### src/rtl/v_lsu_agu_if.sv
// Vector LSU address-generator port bundle: op request, stall, and per-bank beat outputs.
// Latency: pure wiring; the AGU behind it presents the first beat one cycle after start.
// Backpressure: mem_stall from the master freezes the slave's current beat in place.
interface v_lsu_agu_if #(
  parameter int AW = 16,
  parameter int SW = 32
);
  localparam int RW = AW - 4;

  // op request side
  logic          start;
  logic          is_store;
  logic          strided;
  logic [1:0]    sew;
  logic [2:0]    lmul;
  logic [AW-1:0] base_addr;
  logic [SW-1:0] stride;
  logic          mem_stall;

  // beat side
  logic [RW-1:0] bank_addr0;
  logic [RW-1:0] bank_addr1;
  logic [RW-1:0] bank_addr2;
  logic [RW-1:0] bank_addr3;
  logic [3:0]    bank_be0;
  logic [3:0]    bank_be1;
  logic [3:0]    bank_be2;
  logic [3:0]    bank_be3;
  logic          bank_we;
  logic [1:0]    rot;
  logic          beat_valid;
  logic          beat_last;
  logic [6:0]    beat_idx;
  logic          busy;
  logic          done;
  logic          err;

  modport master (
    output start, is_store, strided, sew, lmul, base_addr, stride, mem_stall,
    input  bank_addr0, bank_addr1, bank_addr2, bank_addr3,
    input  bank_be0, bank_be1, bank_be2, bank_be3,
    input  bank_we, rot, beat_valid, beat_last, beat_idx, busy, done, err
  );

  modport slave (
    input  start, is_store, strided, sew, lmul, base_addr, stride, mem_stall,
    output bank_addr0, bank_addr1, bank_addr2, bank_addr3,
    output bank_be0, bank_be1, bank_be2, bank_be3,
    output bank_we, rot, beat_valid, beat_last, beat_idx, busy, done, err
  );
endinterface

### src/rtl/v_lsu_agu.sv
// Vector load/store AGU: sequences unit-stride or strided beats onto four word-interleaved banks.
// Latency: first beat registered 1 cycle after start; done/err pulse 1 cycle after the final beat.
// Backpressure: mem_stall holds the current beat and all outputs stable; no advance while high.
// Optional misalignment abort is compiled in with V_AGU_MISALIGN_CHK_EN.
module v_lsu_agu #(
  parameter int AW = 16,
  parameter int SW = 32
) (
  input logic        clk,
  input logic        nrst,
  v_lsu_agu_if.slave bus
);
  localparam int RW = AW - 4;

  typedef enum logic [1:0] {S_IDLE, S_RUN, S_DONE, S_ERR} state_t;

  typedef struct packed {
    logic [3:0][RW-1:0] addr;
    logic [3:0][3:0]    be;
    logic [1:0]         rot;
    logic               last;
    logic               mis;
  } beat_t;

  // Build one beat from the op shape, the beat address and the beat index.
  // Unit-stride ops keep the base in 'a' for the whole op; strided ops pass the running element address.
  function automatic beat_t gen_beat(input logic          strd,
                                     input logic [1:0]    sew_i,
                                     input logic [2:0]    lmul_i,
                                     input logic [AW-1:0] a,
                                     input logic [6:0]    idx);
    beat_t         r;
    logic [3:0]    lb;    // log2 of total op bits
    logic [3:0]    ls;    // log2 of element bits
    logic [6:0]    n_m1;
    logic [RW-1:0] row;
    logic [1:0]    off;
    logic [1:0]    lane;
    r = '0;
    case (lmul_i)
      3'b000:  lb = 4'd7;
      3'b001:  lb = 4'd8;
      3'b010:  lb = 4'd9;
      3'b111:  lb = 4'd6;
      default: lb = 4'd5;
    endcase
    case (sew_i)
      2'b00:   ls = 4'd3;
      2'b01:   ls = 4'd4;
      default: ls = 4'd5;
    endcase
    off  = a[3:2];
    lane = 2'd0;
    if (strd) begin
      n_m1 = 7'((8'd1 << (lb - ls)) - 8'd1);
      row  = a[AW-1:4];
      for (int b = 0; b < 4; b++) r.addr[b] = row;
      case (sew_i)
        2'b00:   r.be[off] = 4'b0001 << a[1:0];
        2'b01:   r.be[off] = 4'b0011 << {a[1], 1'b0};
        default: r.be[off] = 4'hF;
      endcase
`ifdef V_AGU_MISALIGN_CHK_EN
      r.mis = (sew_i == 2'b01) ? a[0] : (sew_i[1] ? (|a[1:0]) : 1'b0);
`endif
    end else begin
      n_m1 = (lb >= 4'd7) ? 7'((8'd1 << (lb - 4'd7)) - 8'd1) : 7'd0;
      row  = a[AW-1:4] + RW'(idx);
      for (int b = 0; b < 4; b++) begin
        // banks below the start word already belong to the next 16-byte row
        lane      = 2'(b) - off;
        r.addr[b] = (2'(b) < off) ? row + RW'(1) : row;
        case (lb)
          4'd5:    r.be[b] = (lane == 2'd0) ? 4'hF : 4'h0;
          4'd6:    r.be[b] = (lane < 2'd2) ? 4'hF : 4'h0;
          default: r.be[b] = 4'hF;
        endcase
      end
`ifdef V_AGU_MISALIGN_CHK_EN
      r.mis = |a[1:0];
`endif
    end
    r.rot  = off;
    r.last = (idx == n_m1);
    return r;
  endfunction

  state_t        state_q, state_nxt;
  logic          strided_q, is_store_q;
  logic [1:0]    sew_q;
  logic [2:0]    lmul_q;
  logic [AW-1:0] stride_q;
  logic [AW-1:0] acc_q;
  logic [6:0]    idx_q;

  logic          ld, adv;
  logic          c_strided, c_is_store;
  logic [1:0]    c_sew;
  logic [2:0]    c_lmul;
  logic [AW-1:0] c_addr;
  logic [6:0]    c_idx;
  beat_t         nb;

  logic [3:0][RW-1:0] addr_q;
  logic [3:0][3:0]    be_q;
  logic [1:0]         rot_q;
  logic               we_q, run_q, last_q, done_q;
  logic [6:0]         bidx_q;

  // Address arithmetic is mod 2^AW, so stride bits above AW never matter.
  logic unused_stride_hi;
  assign unused_stride_hi = ^bus.stride[SW-1:AW];

  // Select the source of the next beat (fresh op at start, else captured context) and build it.
  always_comb begin
    ld         = (state_q == S_IDLE) && bus.start;
    c_strided  = ld ? bus.strided  : strided_q;
    c_is_store = ld ? bus.is_store : is_store_q;
    c_sew      = ld ? bus.sew      : sew_q;
    c_lmul     = ld ? bus.lmul     : lmul_q;
    c_idx      = ld ? 7'd0 : idx_q + 7'd1;
    if (ld)
      c_addr = bus.base_addr;
    else if (strided_q)
      c_addr = acc_q + stride_q;
    else
      c_addr = acc_q;
    nb = gen_beat(c_strided, c_sew, c_lmul, c_addr, c_idx);
  end

  // Next-state logic: a beat is accepted on any RUN cycle without mem_stall.
  always_comb begin
    state_nxt = state_q;
    adv       = 1'b0;
    case (state_q)
      S_IDLE: begin
        if (ld) state_nxt = nb.mis ? S_ERR : S_RUN;
      end
      S_RUN: begin
        if (!bus.mem_stall) begin
          if (last_q) begin
            state_nxt = S_DONE;
          end else begin
            adv       = 1'b1;
            state_nxt = nb.mis ? S_ERR : S_RUN;
          end
        end
      end
      S_DONE:  state_nxt = S_IDLE;
      S_ERR:   state_nxt = S_IDLE;
      default: state_nxt = S_IDLE;
    endcase
  end

  // State register.
  always_ff @(posedge clk or negedge nrst) begin
    if (!nrst) state_q <= S_IDLE;
    else       state_q <= state_nxt;
  end

  // Capture the op at start; step the element address and index on every accepted beat.
  always_ff @(posedge clk or negedge nrst) begin
    if (!nrst) begin
      strided_q  <= 1'b0;
      is_store_q <= 1'b0;
      sew_q      <= 2'b00;
      lmul_q     <= 3'b000;
      stride_q   <= '0;
      acc_q      <= '0;
      idx_q      <= 7'd0;
    end else begin
      if (ld) begin
        strided_q  <= bus.strided;
        is_store_q <= bus.is_store;
        sew_q      <= bus.sew;
        lmul_q     <= bus.lmul;
        stride_q   <= bus.stride[AW-1:0];
      end
      if (ld || adv) begin
        acc_q <= c_addr;
        idx_q <= c_idx;
      end
    end
  end

  // Registered beat outputs: load on a new beat, hold through stalls, clear outside RUN.
  always_ff @(posedge clk or negedge nrst) begin
    if (!nrst) begin
      addr_q <= '0;
      be_q   <= '0;
      rot_q  <= 2'd0;
      we_q   <= 1'b0;
      run_q  <= 1'b0;
      last_q <= 1'b0;
      bidx_q <= 7'd0;
      done_q <= 1'b0;
    end else begin
      done_q <= (state_nxt == S_DONE);
      if (state_nxt == S_RUN) begin
        run_q <= 1'b1;
        if (ld || adv) begin
          addr_q <= nb.addr;
          be_q   <= nb.be;
          rot_q  <= nb.rot;
          last_q <= nb.last;
          bidx_q <= c_idx;
          we_q   <= c_is_store;
        end
      end else begin
        addr_q <= '0;
        be_q   <= '0;
        rot_q  <= 2'd0;
        we_q   <= 1'b0;
        run_q  <= 1'b0;
        last_q <= 1'b0;
        bidx_q <= 7'd0;
      end
    end
  end

`ifdef V_AGU_MISALIGN_CHK_EN
  logic err_q;

  // One-cycle abort flag, issued instead of done when a beat would be misaligned.
  always_ff @(posedge clk or negedge nrst) begin
    if (!nrst) err_q <= 1'b0;
    else       err_q <= (state_nxt == S_ERR);
  end

  assign bus.err = err_q;
`else
  assign bus.err = 1'b0;
`endif

  assign bus.bank_addr0 = addr_q[0];
  assign bus.bank_addr1 = addr_q[1];
  assign bus.bank_addr2 = addr_q[2];
  assign bus.bank_addr3 = addr_q[3];
  assign bus.bank_be0   = be_q[0];
  assign bus.bank_be1   = be_q[1];
  assign bus.bank_be2   = be_q[2];
  assign bus.bank_be3   = be_q[3];
  assign bus.bank_we    = we_q;
  assign bus.rot        = rot_q;
  assign bus.beat_valid = run_q;
  assign bus.busy       = run_q;
  assign bus.beat_last  = last_q;
  assign bus.beat_idx   = bidx_q;
  assign bus.done       = done_q;
endmodule

### src/flat_wrapper.sv
// flat-port wrapper written by rule: the top's interface ports become plain ports
module v_lsu_agu_flat 
#(
  parameter int AW = 16,
  parameter int SW = 32
)
  (clk, nrst, bus_start, bus_is_store, bus_strided, bus_sew, bus_lmul, bus_base_addr, bus_stride, bus_mem_stall, bus_bank_addr0, bus_bank_addr1, bus_bank_addr2, bus_bank_addr3, bus_bank_be0, bus_bank_be1, bus_bank_be2, bus_bank_be3, bus_bank_we, bus_rot, bus_beat_valid, bus_beat_last, bus_beat_idx, bus_busy, bus_done, bus_err);
  v_lsu_agu_if #(.AW(AW), .SW(SW)) bus_i ();
  input logic clk;
  input logic nrst;
  input wire logic [$bits(bus_i.start)-1:0] bus_start;
  input wire logic [$bits(bus_i.is_store)-1:0] bus_is_store;
  input wire logic [$bits(bus_i.strided)-1:0] bus_strided;
  input wire logic [$bits(bus_i.sew)-1:0] bus_sew;
  input wire logic [$bits(bus_i.lmul)-1:0] bus_lmul;
  input wire logic [$bits(bus_i.base_addr)-1:0] bus_base_addr;
  input wire logic [$bits(bus_i.stride)-1:0] bus_stride;
  input wire logic [$bits(bus_i.mem_stall)-1:0] bus_mem_stall;
  output wire logic [$bits(bus_i.bank_addr0)-1:0] bus_bank_addr0;
  output wire logic [$bits(bus_i.bank_addr1)-1:0] bus_bank_addr1;
  output wire logic [$bits(bus_i.bank_addr2)-1:0] bus_bank_addr2;
  output wire logic [$bits(bus_i.bank_addr3)-1:0] bus_bank_addr3;
  output wire logic [$bits(bus_i.bank_be0)-1:0] bus_bank_be0;
  output wire logic [$bits(bus_i.bank_be1)-1:0] bus_bank_be1;
  output wire logic [$bits(bus_i.bank_be2)-1:0] bus_bank_be2;
  output wire logic [$bits(bus_i.bank_be3)-1:0] bus_bank_be3;
  output wire logic [$bits(bus_i.bank_we)-1:0] bus_bank_we;
  output wire logic [$bits(bus_i.rot)-1:0] bus_rot;
  output wire logic [$bits(bus_i.beat_valid)-1:0] bus_beat_valid;
  output wire logic [$bits(bus_i.beat_last)-1:0] bus_beat_last;
  output wire logic [$bits(bus_i.beat_idx)-1:0] bus_beat_idx;
  output wire logic [$bits(bus_i.busy)-1:0] bus_busy;
  output wire logic [$bits(bus_i.done)-1:0] bus_done;
  output wire logic [$bits(bus_i.err)-1:0] bus_err;
  assign bus_i.start = bus_start;
  assign bus_i.is_store = bus_is_store;
  assign bus_i.strided = bus_strided;
  assign bus_i.sew = bus_sew;
  assign bus_i.lmul = bus_lmul;
  assign bus_i.base_addr = bus_base_addr;
  assign bus_i.stride = bus_stride;
  assign bus_i.mem_stall = bus_mem_stall;
  assign bus_bank_addr0 = bus_i.bank_addr0;
  assign bus_bank_addr1 = bus_i.bank_addr1;
  assign bus_bank_addr2 = bus_i.bank_addr2;
  assign bus_bank_addr3 = bus_i.bank_addr3;
  assign bus_bank_be0 = bus_i.bank_be0;
  assign bus_bank_be1 = bus_i.bank_be1;
  assign bus_bank_be2 = bus_i.bank_be2;
  assign bus_bank_be3 = bus_i.bank_be3;
  assign bus_bank_we = bus_i.bank_we;
  assign bus_rot = bus_i.rot;
  assign bus_beat_valid = bus_i.beat_valid;
  assign bus_beat_last = bus_i.beat_last;
  assign bus_beat_idx = bus_i.beat_idx;
  assign bus_busy = bus_i.busy;
  assign bus_done = bus_i.done;
  assign bus_err = bus_i.err;
  v_lsu_agu #(.AW(AW), .SW(SW)) u_core (.clk(clk), .nrst(nrst), .bus(bus_i));
endmodule
### config.mk
export PLATFORM = sky130hd
export DESIGN_NAME = v_lsu_agu_flat
export DESIGN_NICKNAME = d
export VERILOG_FILES = /design/src/rtl/v_lsu_agu_if.sv /design/src/rtl/v_lsu_agu.sv /design/src/flat_wrapper.sv
export SDC_FILE = /design/constraint.sdc
export NUM_CORES = 1
export LEC_CHECK = 0
export CAP_MARGIN = 20
export CELL_PAD_IN_SITES_DETAIL_PLACEMENT = 0
export CELL_PAD_IN_SITES_GLOBAL_PLACEMENT = 1
export CORE_MARGIN = 8
export CORE_UTILIZATION = 40
export DETAILED_ROUTE_END_ITERATION = 10
export PLACE_DENSITY = 0.79
export RECOVER_POWER = 100
export SETUP_SLACK_MARGIN = 0.2
export SYNTH_ARGS = -nofsm -noshare
export SYNTH_HDL_FRONTEND = slang
export SYNTH_SLANG_ARGS = --single-unit
export TNS_END_PERCENT = 50
### constraint.sdc
create_clock -name clk -period 5.6 [get_ports clk]
set_input_delay 0.84 -clock clk [delete_from_list [all_inputs] [get_ports clk]]
set_output_delay 0.84 -clock clk [all_outputs]
set_load 0.02 [all_outputs]
==> impl_metrics.tcl <==
set metrics [dict create \
    status "complete, but fails checks" \
    violations "capacitance limit, slew limit" \
    syn_nets 1029 \
    die_x_um 156 \
    dpl.hpwl_um 17100 \
    crit_path_frequent_cell "a21oi_1" \
    first_pass_iters 5 \
    synth_seq_cells 125 \
    r2r-end "u_core.bus.bank_addr1[11]$_DFFE_PN0P_" \
    hold_depth 2 \
    fp.coreArea_um2 19300 \
    initial_core_util 0.404 \
    cp_max_fo 7 \
    syn_area_um2 7810 \
    synth_top_area_frac 0.401 \
    hold_violations 0 \
    worst_pin_slew_ns 3.56 \
    drt_iter0_markers 488 \
    numCtsBuffers 17 \
    cts.repair.resized 0 \
    finalNetCount 1160 \
    synthTopCellsByArea "dfrtp_1, nand2_1, ha_1, nor2_1, xnor2_1" \
    antenna_cells 0 \
    ant_nets 0 \
    slowest_stage "or4b_1" \
    hp-class "reg2reg" \
    cts_tree "yes" \
    drc 0 \
    cp_top_family "compound AO/OA/AOI/OAI gates" \
    r2r_start "u_core.acc_q[0]$_DFFE_PN0P_" \
    cts.reportedPaths.clkPinSlew_ns 0.06 \
    grt_max_degree 65 \
    ys_async_sr_fraction 1.00 \
    avgRoutedWirePerCell_um 17.2 \
    ys_warn_count 0 \
    postCtsHoldBufs 0 \
    cts_buffer_depth 2 \
    reg2regPathDepth 20 \
    netlist_instances 931 \
    maxSlewViolCount 253 \
    numClockSinks 125 \
    antenna_found_initial 0 \
    rows 51 \
    synth-edff-count 0 \
    die-area_um2 24200 \
    cp_slowest_stage_delay_ns 0.54 \
    fp.dieH_um 156 \
    setup.worst_path.end_class "flip-flop" \
    setup.worst_path.class "reg2reg" \
    syn2layout_area_growth_pct 28.6 \
    hp-start "u_core.bus.bank_addr0[9]$_DFFE_PN0P_" \
    slew_headroom -1.37 \
    post-route-period-util 0.921 \
    drive_above_1_share 0.0707 \
    whs_endpoint "u_core.bus.bank_addr0[9]$_DFFE_PN0P_" \
    critPathArrivalTime_ns 5.48 \
    rsz0062_at_grt "false" \
    crit_path_start_kind "flip-flop" \
    gp_congestion 0.886 \
    yosys.area.top_type "dfrtp_1" \
    ys.flop_type "dfrtp_1" \
    routed_via_density 5.23 \
    min_period_ns 5.16 \
    tns_ns 0 \
    grt_pass1_wl_um 36900 \
    htreeDepth 4 \
    avgSynthCellArea_um2 8.39 \
    routed_wl_um 23100 \
    ys_seq_area_frac 0.401 \
    required_ns 5.92 \
    finalSetupViolCount 0 \
    worst-path-buf-inv 1 \
    grt_pass1_vias 6819 \
    insertion_delay_ns 0.42 \
    drv_cap 5 \
    num_io_pins 138 \
    grt.total_usage 0.193 \
    crit_chain "ha_1 > inv_1 > fa_1 > and2b_4 > o2111ai_1 > nand2_1 > xnor2_1 > nor2_1 > a21oi_1 > o21ai_0 > ha_1 > a21o_1 > a21oi_1 > o21bai_1 > a21oi_1 > xnor2_1 > nand3_1 > a21oi_1 > or4b_1 > o2111ai_1" \
    ff2ff_setup_slack_ns 0.44 \
    post_cts.repair.setup_buffers 0 \
    fmax_mhz 194 \
    vias 7006 \
    finClkSkew_ns 0.00978 \
    yosysUniqueCellTypes 74 \
    cts_root_buf "clkbuf_16" \
    nFillCells 1880 \
    portBuffers 120 \
    gr-total-overflow 0 \
]
==> synth_stat cells (all sizes together) (4+ instances only) <==
master    n
inv      24
buf      11
o22ai     7
a22o     25
nand2   218
ha       36
nor3b     4
nand3    20
o211ai    9
nor4      4
o21ai    69
xor2     24
xnor2    39
and3      9
nand3b    4
and2      4
dfrtp   125
or2       4
a211oi    8
mux2i     9
o31ai    10
clkbuf   33
a21o      9
a31oi     6
nand2b    8
a21oi    54
nor3     13
or3       7
nor2     91
==> per-layer routing <==
| metal | track usage | vias up | wire [um] |
|---|---|---|---|
| met1 | 0.260 | 3307 | 11200 |
| met2 | 0.306 | 175 | 10400 |
| met5 | 0 | - | 0 |
| li1 | - | 3500 | - |
| met3 | 0.0374 | 24 | 1110 |
| met4 | 0.0582 | 0 | 378 |
==> cell type report <==
cell class,count,area [um^2],area share
clock buffers,19,453,0.0451
clock inverters,13,188,0.0187
inverters,24,90.1,0.00897
multi-input cells,738,4420,0.440
flip-flops and latches,125,3130,0.311
well taps,265,332,0.0330
repair buffers,156,1440,0.143
==> tightest hold or removal path: cells and delay by family (launching register included) <==
family / cells / cell delay, ns
simple gates: 2 / 0.09
flops: 1 / 0.33
==> how the worst max path moves through the flow <==
| stage | from | endpoint | slack [ns] | depth (start not counted) |
|---|---|---|---|---|
| after global placement | bus_start | u_core.bus.beat_last$_DFFE_PN0P_ | 0.33 | 19 |
| final | u_core.acc_q[0]$_DFFE_PN0P_ | u_core.bus.bank_addr1[11]$_DFFE_PN0P_ | 0.44 | 20 |
| after floorplan | bus_start | u_core.bus.beat_last$_DFFE_PN0P_ | 0.85 | 20 |
| after CTS | u_core.acc_q[0]$_DFFE_PN0P_ | u_core.bus.bank_addr1[11]$_DFFE_PN0P_ | 0.63 | 20 |
| after global routing | u_core.acc_q[0]$_DFFE_PN0P_ | u_core.bus.bank_addr1[11]$_DFFE_PN0P_ | 0.14 | 20 |
| after detailed placement | bus_start | u_core.bus.beat_last$_DFFE_PN0P_ | 0.24 | 19 |
==> state kept, by name, summed over array words and instances (netlist names), 3 cells and up <==
| signal | flops |
|---|---|
| u_core.acc_q | 16 |
| u_core.bus.bank_addr0 | 12 |
| u_core.bus.bank_addr1 | 12 |
| u_core.bus.bank_addr2 | 12 |
| u_core.bus.bank_addr3 | 12 |
| u_core.bus.bank_be0 | 4 |
| u_core.bus.bank_be1 | 4 |
| u_core.bus.bank_be2 | 4 |
| u_core.bus.bank_be3 | 4 |
| u_core.bus.beat_idx | 7 |
| u_core.idx_q | 7 |
| u_core.lmul_q | 3 |
| u_core.stride_q | 16 |
==> placed cells by master (no fill, tap or decap), types with 4 or more instances in the layout <==
cell type	synthesis	routed
ha_1	36	36
inv_1	22	23
dlygate4sd3_1	0	80
o21ai_0	61	66
nor2_1	91	91
xnor2_1	39	39
clkbuf_1	33	12
o31ai_1	9	9
nor3_1	12	11
a21o_1	9	9
nor4_1	4	4
a22o_1	25	25
nand3b_1	4	4
a31oi_1	4	4
xor2_1	24	24
bufinv_16	0	4
and3_1	9	9
nand3_1	19	19
or3_1	7	7
mux2i_1	9	9
o211ai_1	9	9
clkdlybuf4s50_1	0	39
buf_4	2	24
nand2_1	218	218
dfrtp_1	125	125
o22ai_1	7	7
clkinv_4	0	4
clkbuf_16	0	17
a211oi_1	7	7
a21oi_1	51	51
nand2b_1	8	8
==> through the flow <==
| stage | instance area [um^2] | worst slack (ns) | utilization | hold WS [ns] | instances |
|---|---|---|---|---|---|
| floorplan | 7810 | 0.845 | - | 0.441 | 931 |
| global placement | 9460 | 0.331 | 0.489 | 0.449 | 1308 |
| detailed placement | 9460 | 0.238 | 0.489 | 0.458 | 1308 |
| CTS | 10100 | 0.627 | 0.523 | 0.471 | 1340 |
| global route | 10000 | 0.136 | 0.519 | 0.476 | 1340 |
| finish | 10000 | 0.443 | 0.519 | 0.457 | 1340 |
==> cell families (layout without fill, tap and decap cells) <==
group / after synthesis / in the layout / synth area share
AND/OR/NAND/NOR: 400 / 400 / 0.224
AO/OA/AOI/OAI: 225 / 225 / 0.192
flip-flops: 125 / 125 / 0.401
buffers and inverters: 68 / 212 / 0.0348
XOR/XNOR: 63 / 63 / 0.0707
adder cells (fa/ha/maj): 39 / 39 / 0.0654
multiplexers: 10 / 10 / 0.0130
other: 1 / 1 / 0.000480
Power is not shown: default switching activity piles up to over one toggle a cycle in this logic, so the estimate is an artifact.
